==> src/rtl/clock_factor_detector_pkg.sv <==
// Shared definitions for the divided-clock factor detector: factor codes, FSM states and the
// period-to-factor decode.
package clock_factor_detector_pkg;

  localparam int unsigned FACTOR_WIDTH = 2;

  localparam logic [FACTOR_WIDTH-1:0] FACTOR_NONE = 2'd0;
  localparam logic [FACTOR_WIDTH-1:0] FACTOR_2    = 2'd1;
  localparam logic [FACTOR_WIDTH-1:0] FACTOR_4    = 2'd2;
  localparam logic [FACTOR_WIDTH-1:0] FACTOR_8    = 2'd3;

  // Wide enough for LOCK_COUNT up to 15.
  localparam int unsigned MATCH_WIDTH = 4;

  typedef enum logic [1:0] {
    StIdle,
    StMeasure,
    StTrack,
    StLocked
  } fd_state_e;

  function automatic logic [FACTOR_WIDTH-1:0] factor_of(input int unsigned period);
    case (period)
      2:       return FACTOR_2;
      4:       return FACTOR_4;
      8:       return FACTOR_8;
      default: return FACTOR_NONE;
    endcase
  endfunction

endpackage

==> src/rtl/clock_factor_detector_if.sv <==
// Divided-clock input and measurement results of the factor detector.
interface clock_factor_detector_if #(
  parameter int unsigned COUNT_WIDTH = 8
) ();
  import clock_factor_detector_pkg::*;

  logic                    clock_d;
  logic [COUNT_WIDTH-1:0]  period;
  logic                    period_valid;
  logic                    locked;
  logic [FACTOR_WIDTH-1:0] factor;

  modport master (
    input  clock_d,
    output period,
    output period_valid,
    output locked,
    output factor
  );

  modport slave (
    output clock_d,
    input  period,
    input  period_valid,
    input  locked,
    input  factor
  );

endinterface

==> src/rtl/clock_factor_detector_edge_detector.sv <==
// Registered sample of a synchronous level input plus a combinational rising-edge pulse.
module clock_factor_detector_edge_detector (
  input  logic clock,
  input  logic reset,
  input  logic din,
  output logic rise
);

  logic d_q;

  always_ff @(posedge clock) begin
    if (reset) begin
      d_q <= 1'b0;
    end else begin
      d_q <= din;
    end
  end

  assign rise = din & ~d_q;

endmodule

==> src/rtl/clock_factor_detector.sv <==
// Measures the period of a divided clock in system clock cycles, declares lock after a run of
// identical periods and maps the locked period onto a factor code.
module clock_factor_detector
  import clock_factor_detector_pkg::*;
#(
  parameter int unsigned COUNT_WIDTH = 8,
  parameter int unsigned LOCK_COUNT  = 4
) (
  input logic                     clock,
  input logic                     reset,
  clock_factor_detector_if.master bus
);

  localparam logic [COUNT_WIDTH-1:0] CntMax     = '1;
  localparam logic [MATCH_WIDTH-1:0] LockTarget = MATCH_WIDTH'(LOCK_COUNT);
  localparam logic [MATCH_WIDTH-1:0] MatchOne   = MATCH_WIDTH'(1);

  logic                    rise;
  logic                    saturated;
  logic                    same;
  logic [MATCH_WIDTH-1:0]  match_inc;

  logic [COUNT_WIDTH-1:0]  cnt_q;
  logic [COUNT_WIDTH-1:0]  ref_q;
  logic [MATCH_WIDTH-1:0]  match_q;
  fd_state_e               state_q;
  logic [COUNT_WIDTH-1:0]  period_q;
  logic                    period_valid_q;
  logic                    locked_q;
  logic [FACTOR_WIDTH-1:0] factor_q;

  clock_factor_detector_edge_detector u_edge (
    .clock (clock),
    .reset (reset),
    .din   (bus.clock_d),
    .rise  (rise)
  );

  // Cycles since the last rise; the value at a rise is the measured period.
  always_ff @(posedge clock) begin
    if (reset) begin
      cnt_q <= '0;
    end else if (rise) begin
      cnt_q <= COUNT_WIDTH'(1);
    end else if (cnt_q != CntMax) begin
      cnt_q <= cnt_q + COUNT_WIDTH'(1);
    end
  end

  assign saturated = (cnt_q == CntMax);
  // An all-ones period is a timeout artefact, so it never matches.
  assign same      = (cnt_q == ref_q) && !saturated;
  assign match_inc = match_q + MatchOne;

  always_ff @(posedge clock) begin
    if (reset) begin
      state_q        <= StIdle;
      ref_q          <= '0;
      match_q        <= '0;
      period_q       <= '0;
      period_valid_q <= 1'b0;
      locked_q       <= 1'b0;
      factor_q       <= FACTOR_NONE;
    end else begin
      period_valid_q <= 1'b0;
      unique case (state_q)
        StIdle: begin
          if (rise) begin
            state_q <= StMeasure;
          end
        end
        StMeasure: begin
          if (rise) begin
            period_q       <= cnt_q;
            period_valid_q <= 1'b1;
            ref_q          <= cnt_q;
            match_q        <= '0;
            state_q        <= StTrack;
          end else if (saturated) begin
            state_q <= StIdle;
          end
        end
        StTrack, StLocked: begin
          if (rise) begin
            period_q       <= cnt_q;
            period_valid_q <= 1'b1;
            if (same) begin
              if (state_q == StTrack) begin
                match_q <= match_inc;
                if (match_inc == LockTarget) begin
                  state_q  <= StLocked;
                  locked_q <= 1'b1;
                  factor_q <= factor_of(32'(ref_q));
                end
              end
            end else begin
              ref_q    <= cnt_q;
              match_q  <= '0;
              state_q  <= StTrack;
              locked_q <= 1'b0;
              factor_q <= FACTOR_NONE;
            end
          end else if (saturated) begin
            state_q  <= StIdle;
            locked_q <= 1'b0;
            factor_q <= FACTOR_NONE;
          end
        end
        default: begin
          state_q <= StIdle;
        end
      endcase
    end
  end

  assign bus.period       = period_q;
  assign bus.period_valid = period_valid_q;
  assign bus.locked       = locked_q;
  assign bus.factor       = factor_q;

endmodule

==> src/flat_wrapper.sv <==
// flat-port wrapper written by rule: the top's interface ports become plain ports
module clock_factor_detector_flat import clock_factor_detector_pkg::*;
#(
  parameter int unsigned COUNT_WIDTH = 8,
  parameter int unsigned LOCK_COUNT  = 4
)
  (clock, reset, bus_clock_d, bus_period, bus_period_valid, bus_locked, bus_factor);
  clock_factor_detector_if #(.COUNT_WIDTH(COUNT_WIDTH)) bus_i ();
  input logic clock;
  input logic reset;
  input wire logic [$bits(bus_i.clock_d)-1:0] bus_clock_d;
  output wire logic [$bits(bus_i.period)-1:0] bus_period;
  output wire logic [$bits(bus_i.period_valid)-1:0] bus_period_valid;
  output wire logic [$bits(bus_i.locked)-1:0] bus_locked;
  output wire logic [$bits(bus_i.factor)-1:0] bus_factor;
  assign bus_i.clock_d = bus_clock_d;
  assign bus_period = bus_i.period;
  assign bus_period_valid = bus_i.period_valid;
  assign bus_locked = bus_i.locked;
  assign bus_factor = bus_i.factor;
  clock_factor_detector #(.COUNT_WIDTH(COUNT_WIDTH), .LOCK_COUNT(LOCK_COUNT)) u_core (.clock(clock), .reset(reset), .bus(bus_i));
endmodule
==> config.mk <==
export PLATFORM = sky130hd
export DESIGN_NAME = clock_factor_detector_flat
export DESIGN_NICKNAME = d
export VERILOG_FILES = /design/src/rtl/clock_factor_detector_pkg.sv /design/src/rtl/clock_factor_detector_if.sv /design/src/rtl/clock_factor_detector_edge_detector.sv /design/src/rtl/clock_factor_detector.sv /design/src/flat_wrapper.sv
export SDC_FILE = /design/constraint.sdc
export NUM_CORES = 1
export LEC_CHECK = 0
export ABC_AREA = 1
export BUFFER_PORTS_ARGS = -buffer_cell sky130_fd_sc_hd__buf_2
export CAP_MARGIN = 10
export CORE_MARGIN = 2
export CORE_UTILIZATION = 35
export CTS_BUF_LIST = sky130_fd_sc_hd__clkbuf_4 sky130_fd_sc_hd__clkbuf_8 sky130_fd_sc_hd__clkbuf_16
export DETAILED_ROUTE_END_ITERATION = 6
export HOLD_SLACK_MARGIN = 0.12
export PLACE_DENSITY_LB_ADDON = 0.12
export SLEW_MARGIN = 20
export SYNTH_ARGS = -nofsm -noshare
export SYNTH_HDL_FRONTEND = slang
export SYNTH_SLANG_ARGS = --single-unit
==> constraint.sdc <==
create_clock -name clock -period 2.09 [get_ports clock]
set_clock_uncertainty 0.2 [all_clocks]
set_input_delay 0.3135 -clock clock [delete_from_list [all_inputs] [get_ports clock]]
set_output_delay 0.3135 -clock clock [all_outputs]
set_load 0.03 [all_outputs]
# Yosys cells after proc, flatten, opt, wreduce, memory -nomap -nowiden
# Cells that the tools add are included.
# W data, S select, Z words.
[word_totals]
register_bits = 35
latch_bits = 0
ram_bits = 0
romBits = 0
input_bits = 3
wordCells = 80
n_memories = 0
[classes]
add_sub_neg = 2
n_mul = 0
n_div = 0
magnitude_cmp = 0
n_eq_ne = 19
n_shift = 0
muxes = 31
n_bitwise = 3
n_reduce_logical = 15
[ops]
columns = ["cell", "count"]
rows = [
  ["$mux W2", 12],
  ["$mux W8", 3],
  ["$mux W4", 4],
  ["$pmux W8 S2", 1],
  ["$pmux W2 S3", 2],
  ["$reduce_and A4 Y1", 3],
  ["$ne A3 B3 Y1 const B", 3],
  ["$add A8 B1 Y8 const B", 1],
  ["$eq A8 B2 Y1 const B", 1],
  ["$eq A8 B3 Y1 const B", 1],
  ["$eq A8 B4 Y1 const B", 1],
  ["$eq A8 B8 Y1", 1],
  ["$eq A8 B8 Y1 const B", 1],
  ["$mux W1", 8],
  ["$ne A4 B4 Y1 const B", 2],
  ["$ne A8 B8 Y1 const B", 1],
  ["$pmux W4 S2", 1],
  ["$ne A2 B1 Y1 const B", 3],
  ["$reduce_bool A2 Y1", 3],
  ["$reduce_or A2 Y1", 3],
  ["$add A4 B1 Y4 const B", 1],
  ["$eq A2 B2 Y1 const B", 2],
  ["$eq A4 B3 Y1 const B", 1],
  ["$reduce_and A3 Y1", 1],
  ["9 further kinds", 10],
]

# Depth between registers and ports, before layout
# Gate-level depths: netlist (run 1).
[depth]
depth_word = 7
ltp_mapped = 12
ltp_nobuf = 12

# By module
# A second synthesis (run 1) with hierarchy kept.
[unflattened]
hier_cells = 244
area_unflattened_um2 = 1714.1
[by_module_without_submodules]
columns = ["mod", "n_inst", "cells_per_inst", "area_each_um2"]
rows = [
  ["clock_factor_detector", 1, 240, 1682.9],
  ["clock_factor_detector_edge_detector", 1, 4, 31.3],
]

# Worst setup path after synthesis (run 1)
# Ideal clock, no wire load.
[synth_path]
kind = "flip-flop to flip-flop"
start = "reg u_core.cnt_q[0]"
end = "reg u_core.match_q[0]"
setup_time_ns = 0.116
arrival_ns = 1.523
required_time_ns = 1.774
setup_slack_ns = 0.251
path_stages_with_launch = 12
period_less_slack_ns = 1.839
path_cell_list = "dfxtp_1 ha_1 nand2_1 nor2_1 nand2_1 nor2_4 nand2_2 buf_6 nand3_2 nand2_2 o21ai_0 nor2_1"
[synth_between]
elab_chain_cells = 6
elab_cells_between_ends = 9
[synth_lines]
columns = ["element", "line", "source"]
rows = [
  ["start: declaration", "clock_factor_detector.sv:23", "logic [COUNT_WIDTH-1:0] cnt_q;"],
  ["start signal: assignment", "clock_factor_detector.sv:46", "cnt_q <= cnt_q + COUNT_WIDTH'(1);"],
  ["$eq A8 B8 Y1", "clock_factor_detector.sv:50", "assign saturated = (cnt_q == CntMax);"],
  ["$logic_not A1 Y1", "clock_factor_detector.sv:52", "assign same = (cnt_q == ref_q) && !saturated;"],
  ["$logic_and A1 B1 Y1 (*)", "clock_factor_detector.sv:52", ""],
  ["$mux W4", "clock_factor_detector.sv:87", "if (same) begin"],
  ["$mux W4", "clock_factor_detector.sv:84", "if (rise) begin"],
  ["$pmux W4 S2", "clock_factor_detector.sv:66", "unique case (state_q)"],
  ["end signal: assignment", "clock_factor_detector.sv:89", "match_q <= match_inc;"],
  ["end: declaration", "clock_factor_detector.sv:25", "logic [MATCH_WIDTH-1:0] match_q;"],
]
# Every way passes the cells marked *; elsewhere a longest branch is shown, timed or not. The select of a mux whose other input is x is not followed.
# A chain may end at the register's enable or synchronous reset.

# Final worst setup path (run 1)
[layout_path]
start = "reg u_core.cnt_q[1]"
end = "reg u_core.ref_q[4]"
[layout_between]
elab_chain_cells = 5
elab_cells_between_ends = 6
[layout_lines]
columns = ["element", "line", "source"]
rows = [
  ["$eq A8 B8 Y1", "clock_factor_detector.sv:50", ""],
  ["$logic_not A1 Y1", "clock_factor_detector.sv:52", ""],
  ["$logic_and A1 B1 Y1 (*)", "clock_factor_detector.sv:52", ""],
  ["$ne A2 B2 Y1 (no line) (*)", "-", ""],
  ["$reduce_and A4 Y1 (no line) (*)", "-", ""],
  ["end signal: assignment", "clock_factor_detector.sv:76", "ref_q <= cnt_q;"],
  ["end signal: assignment", "clock_factor_detector.sv:97", "ref_q <= cnt_q;"],
  ["end: declaration", "clock_factor_detector.sv:24", "logic [COUNT_WIDTH-1:0] ref_q;"],
]
# Every way passes the cells marked *; elsewhere a longest branch is shown, timed or not.

==> key figures, run 1 <==
CTS
  – Root buf cell: clkbuf_8
  – Clock latency on the worst-skew pair: approximately 280 ps
  – CTS tree: done
  – Total CTS buffers: 5
  – H-tree levels: 2
  – CTS max path bufs: 2
  – Clock-pin transition on the worst setup and hold timing paths: 70 ps
  – CTS Sinks: 35

Die
  – Io pins: 15
  – Effective utilization at floorplan: 0.3681
  – Die Ht: 75.17 µm
  – Total Die Area: between 5000 and 6000 µm²
  – Chip width: 75.17 µm
  – Core Region: 4817 µm²
  – Row count: 25

Pwr
  – Switching power: roughly 0.00056 W
  – P_leak: about 0.88 nW
  – Sequential Power Share: 0.445
  – Sw frac: 0.3213
  – PwrDens: between 800 and 900 nW/µm²
  – Internal Power: 0.001179 W
  – Clock power share: 0.318
  – Max VDD drop: 0.4225 mV
  – Combinational cell fraction of total power: 0.238

Route
  – ANT nets after route: 0
  – Total number of vias: ~1500
  – Detailed Routing Iterations Pass 1: 4
  – DRT Wirelength: approximately 3800 µm
  – Remaining DRCs: 0
  – DR vias/cell: 4.570
  – Initial drt markers: slightly above 60
  – DR WL/cell: between 10 and 15 µm

Critical path
  – Flop-to-flop setup slack: between 200 and 250 ps
  – Worst setup SP type: flop
  – Crit Reg-Reg Endpoint: u_core.ref_q[4]$_SDFFE_PP0P_
  – Critical Path, Cell by Cell: ha_2, nand2_1, nor2_1, nand2_1, nor2_4, nand2_4, nand3_4, nand2_4, o21ai_0, a21oi_1
  – CP peak stage delay: roughly 360 ps
  – CP Max Fanout: 16
  – Worst Reg2Reg Path Length in Cells: 10
  – Crit end category: flop
  – Crit Path Category: reg2reg
  – Worst Path Required: a little over 2000 ps
  – Critical Path End: u_core.ref_q[4]$_SDFFE_PP0P_
  – Data arrival, critical path: 1860 ps
  – Critical path origin: u_core.cnt_q[1]$_SDFFE_PP0N_
  – Max stage delay cell, worst path: dfxtp_2
  – Launch point of the worst reg-to-reg path: u_core.cnt_q[1]$_SDFFE_PP0N_

Layout
  – Share of layout cells above drive strength 1: 0.1889
  – Most common cell after layout, fill and taps aside: nand2_1
  – Antenna Cells: 0
  – P&R area growth vs syn: 14.75%
  – Final Cell Area: 2034 µm²
  – NumNets Final: approximately 280
  – Commonest cells after routing, fill and taps aside: nand2_1 (56), dfxtp_1 (33), a21oi_1 (31)

Logic synthesis
  – Post-synthesis area per instance: 7.120 µm²
  – Syn Std Cell Area: about 1800 µm²
  – Post-synth top area share: 0.3952
  – Yosys top cell by area: dfxtp_1
  – Adder-cell area share of the yosys netlist: 0.02117
  – Seq/Total Area, Yosys: 0.3952
  – Post-synthesis cell count: roughly 250
  – FF+latch count, synth: 35
  – Post-Synth Simple-Gate Area: 0.2950
  – Proportion of synthesized area in mux cells: 0
  – Synth unique cells: 29
  – Synth area leaders: dfxtp_1 (40%), nand2_1 (12%), a21oi_1 (8.8%)
  – Synth Area in Compound Gates: 0.1673
  – Yosys warnings: 0
  – Synth Area in XOR/XNOR: 0.02964
  – Largest family of logic cells by synthesized area: simple AND/OR/NAND/NOR gates
  – Post-synthesis net count: between 200 and 300

Placement
  – GP Congestion: about 0.80
  – Port buffer count: 14
  – Post-detail-place hpwl: just under 3000 µm
  – Pre-CTS setup slack: just under 70 ps
  – Area after DPL: 1911 µm²

Status
  – Status: finished clean

Global routing
  – Largest net degree at the start of global routing: 20
  – First-pass GRT wire length: around 6400 µm
  – Initial antenna violation count: 0
  – Total grt overflow: 0
  – Vias in the first global route: 1393
  – GR Util All Layers: 0.1521

Timing
  – Fmax: about 530 MHz
  – Final worst slack: 200.0 ps
  – Final Hold Vio Count: 0
  – Slew headroom: 0.6452
  – Final setup TNS: 0 ps
  – Setup Viol. Count Final: 0
  – Min Clock Period, post-route: about 1900 ps
  – Period utilization: 0.9043
  – Fin. max-slew vios: 0
  – Worst-margin pin slew: ~530 ps

Hold path
  – Worst hold-check path type: in2reg

Job
  – Maxcap violations: 0
-- layer usage --
layer	GRT usage	part of all wire	routed length [µm]
met3	0.04016	0.029	112
met2	0.2232	0.42	1621
met4	0.04678	0.011	42
met1	0.2181	0.54	2066
met5	0	0	0
-- worst max-delay path: cells and delay by family (launching register included) --
family	cells	cell delay, ps
AND/OR/NAND/NOR	7	780
flip-flops	1	360
AO/OA/AOI/OAI	2	220
adder cells (fa/ha/maj)	1	200
-- Yosys cell counts (all sizes together) --
master	count
nand2	60
dfxtp	35
inv	33
a21oi	31
nor2	26
o21ai	24
nand3	13
nand4	7
xnor2	4
buf	3
ha	3
clkbuf	2
nor3	2
xor2	2
a211oi	1
a21boi	1
a31oi	1
nand3b	1
-- state kept, by name (all words and copies together) (netlist names) --
signal	flops
u_core.match_q	4
u_core.bus.locked	1
u_core.ref_q	8
u_core.bus.period_valid	1
u_core.u_edge.d_q	1
u_core.cnt_q	8
u_core.state_q	2
u_core.bus.period	8
u_core.bus.factor	2
-- logic make-up after synthesis --
| kind of cell | after synthesis |
|---|---|
| adder cells (fa/ha/maj) | 3 |
| XOR/XNOR | 6 |
| AND/OR/NAND/NOR | 109 |
| buffers and inverters | 38 |
| flip-flops | 35 |
| AO/OA/AOI/OAI | 58 |
-- timing repair --
item | in CTS | in global routing
buffers inserted | 0 | 0
setup endpoints to repair | 0 | 16
gates resized for setup | 0 | 5
hold buffers | 1 | 0
hold endpoints to repair | 1 | 0
-- power by group through the flow --
stage | Combinational, W | Sequential, W | Clock [W]
floorplan | 0.000286 | 0.000825 | 0
global placement | 0.000414 | 0.000788 | 0
detailed placement | 0.000413 | 0.000789 | 0
CTS | 0.000418 | 0.000773 | 0.000571
global route | 0.000467 | 0.000782 | 0.000606
finish | 0.000413 | 0.000773 | 0.000552
-- worst min path at each step --
stage          slack (ps)                               from  cells after the start                                 to
3_3_place_gp          250  u_core.bus.factor[1]$_SDFFE_PP0P_                      2  u_core.bus.factor[1]$_SDFFE_PP0P_
5_1_grt               130                              reset                      2  u_core.bus.factor[1]$_SDFFE_PP0P_
2_1_floorplan         250                        bus_clock_d                      2       u_core.u_edge.d_q$_SDFF_PP0_
4_1_cts               130                              reset                      2  u_core.bus.factor[1]$_SDFFE_PP0P_
3_5_place_dp          250     u_core.bus.locked$_SDFFE_PP0P_                      2     u_core.bus.locked$_SDFFE_PP0P_
6_report              140                              reset                      2     u_core.state_q[1]$_SDFFE_PP0P_
-- final cells by class --
cell class,count,area [µm²]
multi-input combinational,176,917.1
clock buffer,8,103.9
tap,67,83.83
fill,523,2783
timing repair buffer,18,102.6
inverter,33,123.9
sequential,35,703.2
-- stage by stage --
stage,total power (W),cells,util,hold slack (ps)
after global routing,0.001855,337,0.4223,132.5
after detailed placement,0.001202,328,0.3966,250.2
after global placement,0.001202,328,0.3966,249.1
after CTS,0.001761,337,0.4203,126.1
final,0.001737,337,0.4223,136.7
after floorplan,0.001111,249,-,248.0
(Power assumes the default switching activity.)
==> inputs of run 2 (changes only) <==
Clock period 2.09 ns to 1.7 ns, I/O delays scaled along.
==> run 2 against run 1 <==
  * The flow now finishes with violations (negative setup slack)
  * Clock power increased by 25%
  * Utilization increased by 12 points
  * Cell count increased by 14%
  * Setup slack got worse by 260 ps
  * Register-to-register slack got worse by 260 ps
  * Non-clock buffer count increased by 46
  * Global-route usage increased by 2.0 points
  * Wire length increased by 21%
  * First-iteration DRC count increased by 79%
  * Design area increased by 29%
  * Maximum frequency increased by 7.6%
  * Critical endpoint is now u_core.bus.locked$_SDFFE_PP0P_
==> key figures, run 2 (same netlist as run 1, synthesis figures left out) <==
Status
  – Status: finished, violations left
  – Failing checks: negative setup slack

Timing
  – Worst-margin pin slew: approximately 260 ps
  – Fmax: between 500 and 600 MHz
  – Min Clock Period, post-route: 1756 ps
  – Fin. max-slew vios: 0
  – Unrepaired setup endpoints after global routing: yes
  – Period utilization: 1.033
  – Final setup TNS: -509.6 ps
  – Slew headroom: 0.8280
  – Final Hold Vio Count: 0
  – Worst hold margin: 213.1 ps
  – Setup Viol. Count Final: 14
  – Final worst slack: -55.92 ps

CTS
  – CTS max path bufs: 2
  – CTS Sinks: 35
  – Total CTS buffers: 5
  – Root buf cell: clkbuf_8
  – Clock latency on the worst-skew pair: slightly below 300 ps
  – Clock-pin transition on the worst setup and hold timing paths: ~70 ps
  – H-tree levels: 2
  – CTS tree: done

Critical path
  – Data arrival, critical path: about 1800 ps
  – Worst setup SP type: flop
  – Crit Path Category: reg2reg
  – CP Max Fanout: 5
  – Worst Path Required: around 1700 ps
  – Crit end category: flop

Job
  – Maxcap violations: 0

Layout
  – Register Area: 730.7 µm²
  – Commonest cells after routing, fill and taps aside: nand2_1 (48), buf_4 (43), a21oi_1 (26)
  – Area occupied by multi-input gates: around 1100 µm²
  – Antenna Cells: 0
  – Share of layout cells above drive strength 1: 0.4385
  – Fillers: ~480
  – Layout Cells excl Fill: roughly 380
  – P&R area growth vs syn: 47.49%
  – Most common cell after layout, fill and taps aside: nand2_1
  – NumNets Final: around 320

Route
  – Met1 WL: roughly 2300 µm
  – Initial drt markers: around 110
  – DR WL/cell: ~12 µm
  – Met2 Wirelength: approximately 2100 µm
  – Total number of vias: between 1500 and 2000
  – ANT nets after route: 0
  – DR vias/cell: 4.766
  – Met3 WL: ~150 µm
  – Remaining DRCs: 0
  – Detailed Routing Iterations Pass 1: 5
  – Highest routed layer: met4
  – DRT Wirelength: between 4000 and 5000 µm

Placement
  – GP Congestion: a little over 0.7
  – # placed instances: 363
  – Post-detail-place hpwl: roughly 3000 µm
  – Pre-CTS setup slack: -154.1 ps
  – Port buffer count: 14

Pwr
  – P_leak: between 1 and 1.5 nW
  – PwrDens: about 900 nW/µm²
  – Clock power share: 0.294
  – Combinational cell fraction of total power: 0.306
  – Sequential Power Share: 0.400
  – Internal Power: roughly 0.0016 W
  – Sw frac: 0.3334
  – Max VDD drop: roughly 0.40 mV
  – Switching power: 0.0007836 W
  – PnR Total Power: between 0.002 and 0.0025 W

Global routing
  – Largest net degree at the start of global routing: 19
  – Vias in the first global route: about 1600
  – Initial antenna violation count: 0
  – First-pass GRT wire length: approximately 7400 µm
  – Total grt overflow: 0
  – GR Util All Layers: 0.1717

Die
  – Die Ht: 75.17 µm
  – Chip width: around 75 µm
  – Total Die Area: 5651 µm²
  – Row count: 25
  – Core Region: 4817 µm²
  – Effective utilization at floorplan: 0.3681
  – Io pins: 15

Hold path
  – Worst hold-check path type: in2reg
[run 2: worst paths after layout]
| path | to | startpoint | slack, ps | cells after the start |
|---|---|---|---|---|
| worst max-delay path | u_core.bus.locked$_SDFFE_PP0P_ | u_core.match_q[0]$_SDFFE_PP0P_ | -60 | 8 |
| worst min-delay path | u_core.cnt_q[0]$_SDFFE_PP0P_ | bus_clock_d | 210 | 5 |
| worst max register to register | u_core.bus.locked$_SDFFE_PP0P_ | u_core.match_q[0]$_SDFFE_PP0P_ | -60 | 8 |
| worst min register to register | u_core.bus.locked$_SDFFE_PP0P_ | u_core.bus.locked$_SDFFE_PP0P_ | 260 | 2 |
[run 2: final cells by class]
type | instances | area share
Multi-Input combinational cell | 177 | 0.4215
Inverter | 33 | 0.04833
Timing Repair Buffer | 64 | 0.1789
Sequential cell | 35 | 0.2794
Clock buffer | 8 | 0.03971
Tap cell | 67 | 0.03206
[run 2: per-stage QoR]
| step | util | cell area [µm²] |
|---|---|---|
| 3_5_place_dp | 0.4553 | 2193 |
| 6_report | 0.5429 | 2615 |
| 3_3_place_gp | 0.4553 | 2193 |
| 5_1_grt | 0.5429 | 2615 |
| 4_1_cts | 0.4945 | 2382 |
| 2_1_floorplan | - | 1793 |
[run 2: critical path, cell delays in order, from the launching register on]
cell and delay [ps]:
dfxtp_1 370, ha_1 240, xnor2_2 170, nor2_1 70, nand2_1 150, nand4_1 170
nand3_2 140, nand2_1 50, a21oi_1 120
[run 2: repair_timing]
item	4_1_cts	5_1_grt
resized for setup	20	53
pin swaps	4	16
hold endpoints to repair	9	0
endpoints found under the setup margin	19	31
buffers inserted	2	7
hold buffers	3	0
cloned	0	1
[run 2: power by group through the flow]
stage	combinational (W)	clock [W]	sequential (W)
CTS	0.000633	0.000716	0.000941
global route	0.000793	0.000737	0.000952
global placement	0.000598	0	0.000959
floorplan	0.000352	0	0.00102
finish	0.000719	0.000691	0.000941
detailed placement	0.000599	0	0.000960
[run 2: layer usage]
| metal | up-vias | GRT usage |
|---|---|---|
| li1 | 953 | - |
| met1 | 832 | 0.2430 |
| met2 | 34 | 0.2583 |
| met3 | 11 | 0.04150 |
| met4 | 0 | 0.05458 |
| met5 | - | 0 |
==> inputs of run 3 (changes only) <==
Settings changed: CORE_UTILIZATION 35 to 28.
==> run 3 against run 2 <==
  * The flow still finishes with violations (negative setup slack)
  * First-iteration DRC count down 17%
  * Sequential cell count unchanged
  * Utilization down 9.2 points
  * Total power up 1.2%
  * Critical path depth up 4
  * Setup slack better by 2.4 ps
  * Sequential power about the same
  * Combinational power up 3.9%
  * Clock-buffer cell count down 1
  * Register-to-register slack about the same
  * Critical endpoint unchanged
  * Largest power group unchanged
==> key figures, run 3 (same netlist as run 1, synthesis figures left out) <==
Status
  – Status: finished, violations left
  – Failing checks: negative setup slack

Global routing
  – Largest net degree at the start of global routing: 18
  – First-pass GRT wire length: 8597 µm
  – Total grt overflow: 0
  – GR Util All Layers: 0.1496
  – Vias in the first global route: between 1500 and 2000
  – Initial antenna violation count: 0

Die
  – Io pins: 15
  – Die Ht: 83.58 µm
  – Core Region: approximately 6000 µm²
  – Effective utilization at floorplan: 0.2942
  – Row count: 28
  – Chip width: roughly 84 µm
  – Total Die Area: roughly 7000 µm²

Layout
  – Final Cell Area: 2715 µm²
  – Share of layout cells above drive strength 1: 0.4568
  – Most common cell after layout, fill and taps aside: nand2_1
  – NumNets Final: approximately 330
  – Fillers: about 630
  – Antenna Cells: 0
  – P&R area growth vs syn: 53.14%
  – Commonest cells after routing, fill and taps aside: nand2_1 (50), buf_4 (46), a21oi_1 (27)

Critical path
  – CP Max Fanout: 4
  – Data arrival, critical path: about 1700 ps
  – Worst Path Required: 1670 ps
  – Worst setup SP type: flop
  – Crit Path Category: reg2reg
  – Crit end category: flop

Timing
  – Unrepaired setup endpoints after global routing: yes
  – Fin. max-slew vios: 0
  – Fmax: between 500 and 600 MHz
  – Min Clock Period, post-route: 1754 ps
  – Final worst slack: -53.53 ps
  – Final Hold Vio Count: 0
  – Slew headroom: 0.8257
  – Worst-margin pin slew: between 200 and 300 ps
  – Setup Viol. Count Final: 14
  – Period utilization: 1.031

Pwr
  – Sequential Power Share: 0.395
  – Combinational cell fraction of total power: 0.314
  – Sw frac: 0.3432
  – Internal Power: approximately 0.0016 W
  – P_leak: ~1.2 nW
  – Max VDD drop: 0.4739 mV
  – PwrDens: around 880 nW/µm²
  – Switching power: around 0.00082 W
  – PnR Total Power: 0.002379 W
  – Clock power share: 0.291

Route
  – DRT Wirelength: approximately 5200 µm
  – ANT nets after route: 0
  – Detailed Routing Iterations Pass 1: 4
  – Remaining DRCs: 0
  – DR WL/cell: approximately 13 µm
  – Initial drt markers: 92
  – DR vias/cell: 4.556
  – Total number of vias: approximately 1800

Placement
  – Post-detail-place hpwl: between 3000 and 4000 µm
  – GP Congestion: between 0.7 and 0.8
  – Port buffer count: 14
  – Area after DPL: 2268 µm²

CTS
  – H-tree levels: 2
  – Root buf cell: clkbuf_8
  – Total CTS buffers: 5
  – CTS tree: done
  – CTS Sinks: 35
  – Clock latency on the worst-skew pair: 280 ps
  – Clock-pin transition on the worst setup and hold timing paths: 80 ps
  – CTS max path bufs: 2

Hold path
  – Worst hold-check path type: in2reg

Job
  – Maxcap violations: 0
-- run 3: cell types whose count changed in the layout (fill, tap and decap cells not counted), moves of 2 or more --
cell     before  now
buf_4        43   46
buf_6         4    6
nand2_1      48   50
nor2_1       10   14
nor2_2        9    5
o21ai_0      12   10
o21ai_1      10    6
o21ai_2       1    7
-- run 3: stage by stage --
stage | setup TNS, ps | worst slack (ps) | hold WS [ps] | util | std cells
after global routing | -3074 | -187.8 | 273.9 | 0.4506 | 399
after global placement | -1294 | -125.4 | 247.3 | 0.3765 | 378
after floorplan | -13.78 | -5.153 | 189.5 | - | 249
final | -598.4 | -53.53 | 241.1 | 0.4506 | 399
after detailed placement | -1846 | -127.4 | 251.5 | 0.3765 | 378
after CTS | -359.5 | -48.46 | 205.0 | 0.4240 | 397
-- run 3: area by class of cell --
class                      count  area (µm²)  area share
sequential                    35       726.9      0.2677
clock inverter                 1       7.507    0.002765
multi-input combinational    178        1129      0.4157
timing repair buffer          70       533.0      0.1963
tap                           75       93.84     0.03456
inverter                      33       128.9     0.04747
clock buffer                   7       96.34     0.03548
-- run 3: path summary, 6_finish.rpt --
| check | startpoint | endpoint | slack (ps) | depth (start not counted) |
|---|---|---|---|---|
| min | bus_clock_d | u_core.cnt_q[0]$_SDFFE_PP0P_ | 240 | 5 |
| min reg2reg | u_core.bus.factor[0]$_SDFFE_PP0P_ | u_core.bus.factor[0]$_SDFFE_PP0P_ | 260 | 2 |
| max reg2reg | u_core.cnt_q[0]$_SDFFE_PP0P_ | u_core.bus.locked$_SDFFE_PP0P_ | -50 | 12 |
| max | u_core.cnt_q[0]$_SDFFE_PP0P_ | u_core.bus.locked$_SDFFE_PP0P_ | -50 | 12 |
-- run 3: what timing repair did --
action | 4_1_cts | 5_1_grt
resized for setup | 36 | 43
cloned | 2 | 0
setup buffers | 6 | 3
endpoints found under the hold margin | 9 | 0
endpoints found under the setup margin | 21 | 30
pin swaps | 14 | 19
hold buffers | 3 | 0
-- run 3: worst max-delay path, stage by stage (launching register included) --
cell and delay, ps:
dfxtp_4 390, ha_4 140, nand2_2 60, nor2_2 90, nand2_2 80, nor2_4 140
buf_4 120, buf_6 100, nand2_4 60, nand2_2 70, nand3_2 80, nand2_1 70
a21oi_1 50
-- run 3: layer usage --
metal / global-route usage / share of wire
met4: 0.03079 / 0.0092
met1: 0.1970 / 0.49
met2: 0.2531 / 0.47
met5: 0 / 0
met3: 0.03066 / 0.025
-- run 3: power groups by stage --
stage,Sequential [W],Combinational [W],Clock [W]
after global placement,0.000959,0.000627,0
after floorplan,0.00102,0.000352,0
after detailed placement,0.000959,0.000630,0
after global routing,0.000951,0.000822,0.000742
after CTS,0.000940,0.000694,0.000709
final,0.000940,0.000747,0.000692
